--- src/rtl/traffic_pkg.sv ---
// ---------------------------------------------------------------------------
// traffic_pkg
// Shared types and constants for the two-road intersection phase scheduler.
//   phase_t      : phase ring G1 -> Y1 -> AR_A -> G2 -> Y2 -> AR_B, plus FLASH
//   DEF_*        : default phase durations in 1 s ticks
//   LAMP_*       : lamp vectors, bit order {xanh_1,vang_1,do_1,xanh_2,vang_2,do_2}
//   lamp_for()   : lamp vector for a given phase and flash phase
// ---------------------------------------------------------------------------
package traffic_pkg;

    typedef enum logic [2:0] {
        G1    = 3'd0,
        Y1    = 3'd1,
        AR_A  = 3'd2,
        G2    = 3'd3,
        Y2    = 3'd4,
        AR_B  = 3'd5,
        FLASH = 3'd6
    } phase_t;

    localparam int DEF_T_GREEN     = 6;
    localparam int DEF_T_GREEN_MIN = 3;
    localparam int DEF_T_YELLOW    = 3;
    localparam int DEF_T_ALLRED    = 1;
    localparam int DEF_CNT_W       = 5;

    localparam logic [5:0] LAMP_G1 = 6'b100_001;
    localparam logic [5:0] LAMP_Y1 = 6'b010_001;
    localparam logic [5:0] LAMP_G2 = 6'b001_100;
    localparam logic [5:0] LAMP_Y2 = 6'b001_010;
    localparam logic [5:0] LAMP_AR = 6'b001_001;

    // In FLASH only the two yellow lamps are lit, both following flash_ph.
    function automatic logic [5:0] lamp_for(input phase_t p, input logic flash_ph);
        logic [5:0] lamps;
        case (p)
            G1:      lamps = LAMP_G1;
            Y1:      lamps = LAMP_Y1;
            G2:      lamps = LAMP_G2;
            Y2:      lamps = LAMP_Y2;
            FLASH:   lamps = {1'b0, flash_ph, 1'b0, 1'b0, flash_ph, 1'b0};
            default: lamps = LAMP_AR;
        endcase
        return lamps;
    endfunction

endpackage

--- src/rtl/traffic_cnt_calc.sv ---
// ---------------------------------------------------------------------------
// traffic_cnt_calc
// Combinational "seconds until this road's lamp changes" for one road.
// Instantiated once per road; ROAD selects which side of the ring is "own".
//   state      in  phase_t   current scheduler phase
//   phase_left in  CNT_W     ticks left in the current phase
//   cnt        out CNT_W     countdown, saturating at all-ones, 0 in FLASH
// ---------------------------------------------------------------------------
module traffic_cnt_calc
    import traffic_pkg::*;
#(
    parameter int ROAD     = 1,
    parameter int T_GREEN  = DEF_T_GREEN,
    parameter int T_YELLOW = DEF_T_YELLOW,
    parameter int T_ALLRED = DEF_T_ALLRED,
    parameter int CNT_W    = DEF_CNT_W
) (
    input  phase_t             state,
    input  logic [CNT_W-1:0]   phase_left,
    output logic [CNT_W-1:0]   cnt
);

    // Offsets added to phase_left when this road is waiting on the other one.
    localparam logic [CNT_W:0] ADD_OTHER_G  = (CNT_W+1)'(T_YELLOW + T_ALLRED);
    localparam logic [CNT_W:0] ADD_OTHER_Y  = (CNT_W+1)'(T_ALLRED);
    localparam logic [CNT_W:0] ADD_FULL_RED = (CNT_W+1)'(T_GREEN + T_YELLOW + T_ALLRED);

    localparam bit IS_ROAD1 = (ROAD == 1);

    logic [CNT_W:0] pl_ext;
    logic [CNT_W:0] sum;

    assign pl_ext = {1'b0, phase_left};

    // The sum is one bit wider than the output so an overflow can be
    // detected and clamped instead of wrapping around on the display.
    always_comb begin
        sum = '0;
        case (state)
            G1:      sum = IS_ROAD1 ? pl_ext : pl_ext + ADD_OTHER_G;
            Y1:      sum = IS_ROAD1 ? pl_ext : pl_ext + ADD_OTHER_Y;
            G2:      sum = IS_ROAD1 ? pl_ext + ADD_OTHER_G : pl_ext;
            Y2:      sum = IS_ROAD1 ? pl_ext + ADD_OTHER_Y : pl_ext;
            AR_A:    sum = IS_ROAD1 ? pl_ext + ADD_FULL_RED : pl_ext;
            AR_B:    sum = IS_ROAD1 ? pl_ext : pl_ext + ADD_FULL_RED;
            default: sum = '0;
        endcase
        cnt = sum[CNT_W] ? '1 : sum[CNT_W-1:0];
    end

endmodule

--- src/rtl/traffic_phase_sched.sv ---
// ---------------------------------------------------------------------------
// traffic_phase_sched
// Phase scheduler for a two-road intersection, driven by a 1 Hz tick enable.
// Sequences the lamps of both roads, serves a latched pedestrian request by
// cutting the current green early and lighting the walk lamp in the following
// all-red, and supports a night flashing-yellow mode.
//   clk         in   system clock
//   reset       in   synchronous, active-low reset
//   tick_1s     in   one-clk pulse per second
//   ped_req     in   pedestrian button (level or pulse)
//   night_mode  in   1 = request flashing-yellow operation
//   xanh_1/vang_1/do_1  out  road 1 green/yellow/red lamp (registered)
//   xanh_2/vang_2/do_2  out  road 2 green/yellow/red lamp (registered)
//   ped_walk    out  walk lamp (registered)
//   cnt_1/cnt_2 out  seconds until road 1 / road 2 lamp changes
// ---------------------------------------------------------------------------
module traffic_phase_sched
    import traffic_pkg::*;
#(
    parameter int T_GREEN     = DEF_T_GREEN,
    parameter int T_GREEN_MIN = DEF_T_GREEN_MIN,
    parameter int T_YELLOW    = DEF_T_YELLOW,
    parameter int T_ALLRED    = DEF_T_ALLRED,
    parameter int CNT_W       = DEF_CNT_W
) (
    input  logic             clk,
    input  logic             reset,
    input  logic             tick_1s,
    input  logic             ped_req,
    input  logic             night_mode,
    output logic             xanh_1,
    output logic             vang_1,
    output logic             do_1,
    output logic             xanh_2,
    output logic             vang_2,
    output logic             do_2,
    output logic             ped_walk,
    output logic [CNT_W-1:0] cnt_1,
    output logic [CNT_W-1:0] cnt_2
);

    localparam logic [CNT_W-1:0] ONE       = CNT_W'(1);
    localparam logic [CNT_W-1:0] LD_GREEN  = CNT_W'(T_GREEN);
    localparam logic [CNT_W-1:0] LD_YELLOW = CNT_W'(T_YELLOW);
    localparam logic [CNT_W-1:0] LD_ALLRED = CNT_W'(T_ALLRED);
    // A pending pedestrian may cut the green once phase_left has dropped to
    // this value, i.e. once at least T_GREEN_MIN ticks of green have elapsed.
    localparam logic [CNT_W-1:0] CUT_LEFT  = CNT_W'(T_GREEN - T_GREEN_MIN);

    phase_t           state, state_n;
    logic [CNT_W-1:0] phase_left, phase_left_n;
    logic             ped_pend, ped_pend_n;
    logic             flash_ph, flash_ph_n;
    logic             walk, walk_n;
    logic [5:0]       lamp_q;

    // Next-phase decision. Everything only moves on tick_1s; a phase ends on
    // the tick that sees phase_left==1, so it lasts exactly its load value.
    // ped_req is OR-ed in every clk, and on the all-red entry clear the
    // fresh request is what survives, so a press on that clk is not lost.
    always_comb begin
        state_n      = state;
        phase_left_n = phase_left;
        ped_pend_n   = ped_pend | ped_req;
        flash_ph_n   = flash_ph;
        walk_n       = walk;
        if (tick_1s) begin
            case (state)
                G1, G2: begin
                    if (phase_left == ONE || (ped_pend && phase_left <= CUT_LEFT)) begin
                        state_n      = (state == G1) ? Y1 : Y2;
                        phase_left_n = LD_YELLOW;
                    end else begin
                        phase_left_n = phase_left - ONE;
                    end
                end
                Y1, Y2: begin
                    if (phase_left == ONE) begin
                        state_n      = (state == Y1) ? AR_A : AR_B;
                        phase_left_n = LD_ALLRED;
                        walk_n       = ped_pend;
                        ped_pend_n   = ped_req;
                    end else begin
                        phase_left_n = phase_left - ONE;
                    end
                end
                AR_A, AR_B: begin
                    if (phase_left == ONE) begin
                        walk_n = 1'b0;
                        if (night_mode) begin
                            state_n      = FLASH;
                            phase_left_n = LD_ALLRED;
                            flash_ph_n   = 1'b0;
                        end else begin
                            state_n      = (state == AR_A) ? G2 : G1;
                            phase_left_n = LD_GREEN;
                        end
                    end else begin
                        phase_left_n = phase_left - ONE;
                    end
                end
                FLASH: begin
                    if (!night_mode) begin
                        state_n      = AR_A;
                        phase_left_n = LD_ALLRED;
                        flash_ph_n   = 1'b0;
                    end else begin
                        flash_ph_n = ~flash_ph;
                    end
                end
                default: begin
                    state_n      = AR_A;
                    phase_left_n = LD_ALLRED;
                    walk_n       = 1'b0;
                end
            endcase
        end
    end

    // Scheduler state. Reset starts in a full all-red with nothing pending.
    always_ff @(posedge clk) begin
        if (!reset) begin
            state      <= AR_A;
            phase_left <= LD_ALLRED;
            ped_pend   <= 1'b0;
            flash_ph   <= 1'b0;
            walk       <= 1'b0;
        end else begin
            state      <= state_n;
            phase_left <= phase_left_n;
            ped_pend   <= ped_pend_n;
            flash_ph   <= flash_ph_n;
            walk       <= walk_n;
        end
    end

    // Lamps are decoded from the next state so they switch on the same edge
    // as the state register, one clk after the deciding tick.
    always_ff @(posedge clk) begin
        if (!reset) begin
            lamp_q   <= LAMP_AR;
            ped_walk <= 1'b0;
        end else begin
            lamp_q   <= lamp_for(state_n, flash_ph_n);
            ped_walk <= walk_n;
        end
    end

    assign {xanh_1, vang_1, do_1, xanh_2, vang_2, do_2} = lamp_q;

    traffic_cnt_calc #(
        .ROAD     (1),
        .T_GREEN  (T_GREEN),
        .T_YELLOW (T_YELLOW),
        .T_ALLRED (T_ALLRED),
        .CNT_W    (CNT_W)
    ) u_cnt_1 (
        .state      (state),
        .phase_left (phase_left),
        .cnt        (cnt_1)
    );

    traffic_cnt_calc #(
        .ROAD     (2),
        .T_GREEN  (T_GREEN),
        .T_YELLOW (T_YELLOW),
        .T_ALLRED (T_ALLRED),
        .CNT_W    (CNT_W)
    ) u_cnt_2 (
        .state      (state),
        .phase_left (phase_left),
        .cnt        (cnt_2)
    );

endmodule
--- config.mk ---
export PLATFORM = sky130hd
export DESIGN_NAME = traffic_phase_sched
export DESIGN_NICKNAME = d
export VERILOG_FILES = /design/src/rtl/traffic_pkg.sv /design/src/rtl/traffic_cnt_calc.sv /design/src/rtl/traffic_phase_sched.sv
export SDC_FILE = /design/constraint.sdc
export NUM_CORES = 1
export LEC_CHECK = 0
export CAP_MARGIN = 20
export CORE_MARGIN = 5
export CORE_UTILIZATION = 55
export CTS_CLUSTER_SIZE = 10
export DETAILED_ROUTE_END_ITERATION = 6
export PLACE_DENSITY_LB_ADDON = 0.1
export SETUP_SLACK_MARGIN = 0.1
export SYNTH_ARGS = -nofsm -noshare
export SYNTH_HDL_FRONTEND = slang
export SYNTH_SLANG_ARGS = --single-unit
export TNS_END_PERCENT = 100
--- constraint.sdc ---
create_clock -name clk -period 2.6 [get_ports clk]
set_input_delay 0.52 -clock clk [delete_from_list [all_inputs] [get_ports clk]]
set_output_delay 0.52 -clock clk [all_outputs]
set_load 0.1 [all_outputs]
# Word-level counts from Yosys, hierarchy flattened
# Cells that the tools add are included.
# Widths: inputs -> output; s select.
[totals]
reg_bits = 17
out_inout_bits = 17
elab_cells = 72
[classes]
addsub = 4
magnitude_cmp = 1
eq_ne = 14
n_mux = 32
n_bitwise = 3
n_reduce_logical = 12
[op_table]
columns = ["operator", "n"]
rows = [
  ["$pmux 6 s4", 2],
  ["$mux 5", 6],
  ["$pmux 6 s5", 1],
  ["$mux 3", 9],
  ["$pmux 5 s4", 1],
  ["$eq 3x3->1 const B", 5],
  ["$pmux 3 s4", 1],
  ["$eq 3x2->1 const B", 3],
  ["$mux 1", 9],
  ["$reduce_or 3->1", 3],
  ["$add 5x1->6 const B", 1],
  ["$add 5x3->6 const B", 1],
  ["$add 5x4->6 const B", 1],
  ["$eq 3x1->1 const B", 2],
  ["$logic_not 3->1", 2],
  ["$ne 2x2->1 const B", 3],
  ["$reduce_or 2->1", 3],
  ["$eq 5x1->1 const B", 1],
  ["$le 5x2->1 const B", 1],
  ["$sub 5x1->5 const B", 1],
  ["$reduce_and 4->1", 1],
  ["$pmux 1 s3", 1],
  ["$mux 2", 1],
  ["$not 1->1", 2],
  ["other kinds (5)", 5],
]

# Longest topological paths before layout
[depth]
ltp_word = 8
depth_mapped = 9

# By module
# From an unflattened synthesis, not the netlist that was laid out.
[hier_totals]
cells_unflattened = 247
area_unflattened_um2 = 1881.8
[by_module_without_submodules]
columns = ["module", "instances", "cells_per_inst", "area_each_um2", "seq_area_each_um2"]
rows = [
  ["traffic_phase_sched", 1, 140, 1138.6, 340.3],
  ["traffic_cnt_calc (u_cnt_1)", 1, 56, 374.1, 0.0],
  ["traffic_cnt_calc (u_cnt_2)", 1, 51, 369.1, 0.0],
]

# Worst setup path after synthesis
# OpenSTA, ideal clock, no wires.
[synth_path]
path_type = "flip-flop to output port"
from = "reg phase_left[1]"
to = "out cnt_2[0]"
t_arrival_ps = 3622
required_ps = 2080
slack_ps = -1542
path_stages_with_launch = 8
n_path_buf = 0
path_cell_list = "dfxtp_1 > ha_1 > a21oi_1 > o21ai_0 > a32oi_1 > nor2b_1 > o21ai_0 > a211oi_1"
[synth_between]
elab_chain_cells = 3
elab_cells_between_ends = 5
[synth_lines]
columns = ["item", "line", "rtl"]
rows = [
  ["start, declared", "traffic_phase_sched.sv:51", "logic [CNT_W-1:0] phase_left, phase_left_n;"],
  ["start signal, assigned", "traffic_phase_sched.sv:130", "phase_left <= phase_left_n;"],
  ["$add 5x4->6, or another cell as far along", "--", ""],
  ["$pmux 6 s4 *", "traffic_cnt_calc.sv:39", "case (state)"],
  ["$mux 5 *", "traffic_cnt_calc.sv:48", "cnt = sum[CNT_W] ? '1 : sum[CNT_W-1:0];"],
  ["end, declared", "traffic_phase_sched.sv:39", "output logic [CNT_W-1:0] cnt_2"],
]
# Every way passes the cells marked *; elsewhere a longest branch is shown, timed or not.

# Worst setup path in the final report
[layout_path]
from = "reg phase_left[2]"
to = "out cnt_2[0]"
# Same word-level chain as after synthesis.

==> results by group <==
Run status
  • Status: finished, final reports clean

Drt
  • DRT iter0 DRCs: 247
  • Via/cell ratio: between 6 and 7
  • Drt pass-1 iters: 6
  • Routed Antenna Nets: 0
  • Drt drc: 0
  • Drt total wl: 5.93 mm
  • Avg WL per Cell: 18.1 µm
  • Via count: 2133

Critical path
  • CP Capture Type: output port
  • Worst r2r dst: phase_left[2]$_SDFFE_PN0P_
  • Worst path cell trace: ha_4 > a21oi_2 > o21ai_1 > a32oi_1 > nor2b_2 > buf_4 > nor4b_4 > a211oi_4 > buf_12
  • CP Class: reg -> out
  • Reg2Reg Depth: 10
  • CP startpoint: phase_left[2]$_SDFFE_PN0P_
  • Slowest-stage cell, CP: dfxtp_4
  • Worst Setup Start Kind: flop
  • Crit path largest cell delay: 0.38 ns
  • Worst r2r src: phase_left[1]$_SDFFE_PN0P_
  • Crit-path max FO: 6
  • R2R Setup Slk: 0.22 ns
  • CP required: 2.08 ns
  • Setup crit end: cnt_2[0]
  • Crit path DAT: 2.05 ns

Yosys
  • Synth Instances: 241
  • Post-synthesis async set-or-reset flop share: 0%
  • Synth Flop Type: dfxtp_1
  • Synth cell types: between 50 and 60
  • Syn Nets: 257
  • Synth top area share: roughly a fifth
  • Cell Area, Synth: 1730 µm²
  • Seq/Total Area, Yosys: 19.7%
  • Number of synthesized flops with an enable pin: 0
  • Syn. warnings: 0
  • FF+latch count, synth: 17
  • Most frequent cell after synthesis: o21ai_0
  • Top cells by area, synth: dfxtp_1 20%, ha_1 8.0%, o21ai_0 7.5%
  • Synthesized area per cell: between 7 and 8 µm²
  • Largest area contributor in the netlist: dfxtp_1
  • Most frequent cells after synthesis: 26 x o21ai_0, 25 x nand2_1, 21 x a21oi_1, 21 x nor2_1, 17 x dfxtp_1

GRT
  • Vias in the first global route: about 2000
  • GRT Total Usage: roughly 28%
  • Total grt overflow: 0
  • Largest net degree at the start of global routing: 17
  • Initial antenna violation count: 0
  • Global-route wire length before repair: 9.57 mm

Cells and area
  • Seq. cell area: roughly 350 µm²
  • Area Overhead vs Synth: 44.9%
  • Layout cells sized above 1: 32.7%
  • Final core utilization: 82.8%
  • Final Non-Filler Cells: 328
  • Fillers: 175
  • Antenna fix cells: 0
  • Final nets: 301
  • Multi-input logic area: 1460 µm²

Clocking
  • Clk slew on worst S/H paths: 0.10 ns
  • H-tree Lvls: 1
  • CTS max path bufs: 2
  • Sink Count: 17
  • Clock latency on the worst-skew pair: approximately 0.30 ns
  • CTS root buf: clkbuf_4
  • TritonCTS buffer count: 3
  • TritonCTS clock tree: yes

STA
  • Slew Viols, Final: 0
  • Final cycle utilization of the critical path: a little over nine tenths
  • Crit path time final: 2.57 ns
  • Worst-Margin Slew: 0.520 ns
  • WHS: about 0.53 ns
  • Setup Skew: 0.00165 ns
  • Rel. slew slack: between 60 and 70%
  • Fmax: 389 MHz
  • Hold Violations, Final: 0
  • RSZ-0062 raised after global routing: yes
  • Final setup viols: 0

Min path
  • Hold Crit Class: reg -> reg

Floorplan
  • Core Area: 3030 µm²
  • Chip Height: 66.1 µm
  • Die ar.: roughly 4400 µm²
  • Initial Utilization: 57.1%
  • Top Ports: 22
  • Cell Rows: 20
  • Die X-Extent: 66.1 µm

Run
  • Total of max-cap violations: 0

Placed design
  • HPWL after DPL: about 3.9 mm
  • Port buffer count: 21
  • Placed insts: roughly 310
  • Gpl congestion: 0.974
==> logic make-up (layout without fill, tap and decap cells) <==
| family | count (synthesis) | in the layout | synth area share, % |
|---|---|---|---|
| buffers and inverters | 24 | 67 | 5.93 |
| adders and majority gates | 11 | 11 | 7.95 |
| muxes | 1 | 1 | 0.578 |
| AOI/OAI and AO/OA | 90 | 90 | 33.7 |
| xor gates and xnor gates | 7 | 7 | 3.54 |
| DFF | 17 | 17 | 19.7 |
| and+or+nand+nor | 91 | 91 | 28.6 |
==> state kept, by name, indices dropped and copies added (netlist names) <==
name,flops
state,3
ped_pend,1
lamp_q,6
flash_ph,1
ped_walk,1
phase_left,5
==> cell type report <==
type | instances | share of cell area, %
sequential | 17 | 13.9
tap | 44 | 2.20
timing repair buffer | 55 | 22.9
clock buffer | 3 | 0.898
inverter | 8 | 1.55
clock inverter | 1 | 0.200
multi-input combinational | 200 | 58.4
==> per-layer routing <==
layer / GRT usage (%) / up-vias / wire length (µm) / part of all wire (%)
met5: 0 / - / 0 / 0
met4: 11.4 / 0 / 253 / 4.3
met3: 4.76 / 37 / 507 / 8.5
met2: 44.1 / 137 / 2750 / 46
met1: 38.5 / 991 / 2420 / 41
li1: - / 968 / - / -
==> worst min path at each step <==
stage / from / to / slack, ns / cells after the start
global placement: ped_walk$_SDFFE_PN0P_ / ped_walk$_SDFFE_PN0P_ / 0.51 / 2
global route: ped_walk$_SDFFE_PN0P_ / ped_walk$_SDFFE_PN0P_ / 0.57 / 2
floorplan: ped_pend$_SDFF_PN0_ / ped_pend$_SDFF_PN0_ / 0.50 / 2
detailed placement: ped_walk$_SDFFE_PN0P_ / ped_walk$_SDFFE_PN0P_ / 0.51 / 2
finish: ped_walk$_SDFFE_PN0P_ / ped_walk$_SDFFE_PN0P_ / 0.53 / 2
CTS: ped_walk$_SDFFE_PN0P_ / ped_walk$_SDFFE_PN0P_ / 0.54 / 2
==> stage by stage <==
stage,setup slack [ns],instance area [µm²],setup TNS (ns)
after floorplan,-0.451,1840,-0.702
after global placement,0.246,2270,0
after detailed placement,0.205,2270,0
after CTS,0.106,2470,0
after global routing,-0.0486,2510,-0.107
final,0.0319,2510,0
==> placed cells by master, fill, tap and decap left out, drive strengths merged, types with 2 or more instances in the layout <==
cell type and count:
nand2 25, o211a 2, a31oi 7, nor2b 8, a21o 2, a21oi 21, nor3 7, nor2 21
or4b 2, nand3b 2, clkinv 4, a211o 2, xnor2 6, dfxtp 17, buf 50, clkbuf 4
clkdlybuf4s50 4, nand4 2, nand2b 7, o211ai 6, o21ai 31, o221ai 2, clkinvlp 2, and2 5
inv 3, a32o 2, ha 11, nand3 2, and3 3, o22ai 4
==> critical path, delay by kind of cell, from the launching register on <==
family | cells | cell delay (ns)
simple gates | 2 | 0.35
flops | 1 | 0.38
compound gates | 4 | 0.51
fa+ha+maj | 1 | 0.18
buf+inv | 2 | 0.31
==> timing repair <==
action / in CTS / in global routing
pin swaps: 2 / 2
buffers inserted: 10 / 1
resized for setup: 22 / 8
endpoints found under the setup margin: 10 / 9
hold buffers: 0 / 0
Power is not shown: default switching activity piles up to over one toggle a cycle in this logic, so the estimate is an artifact.
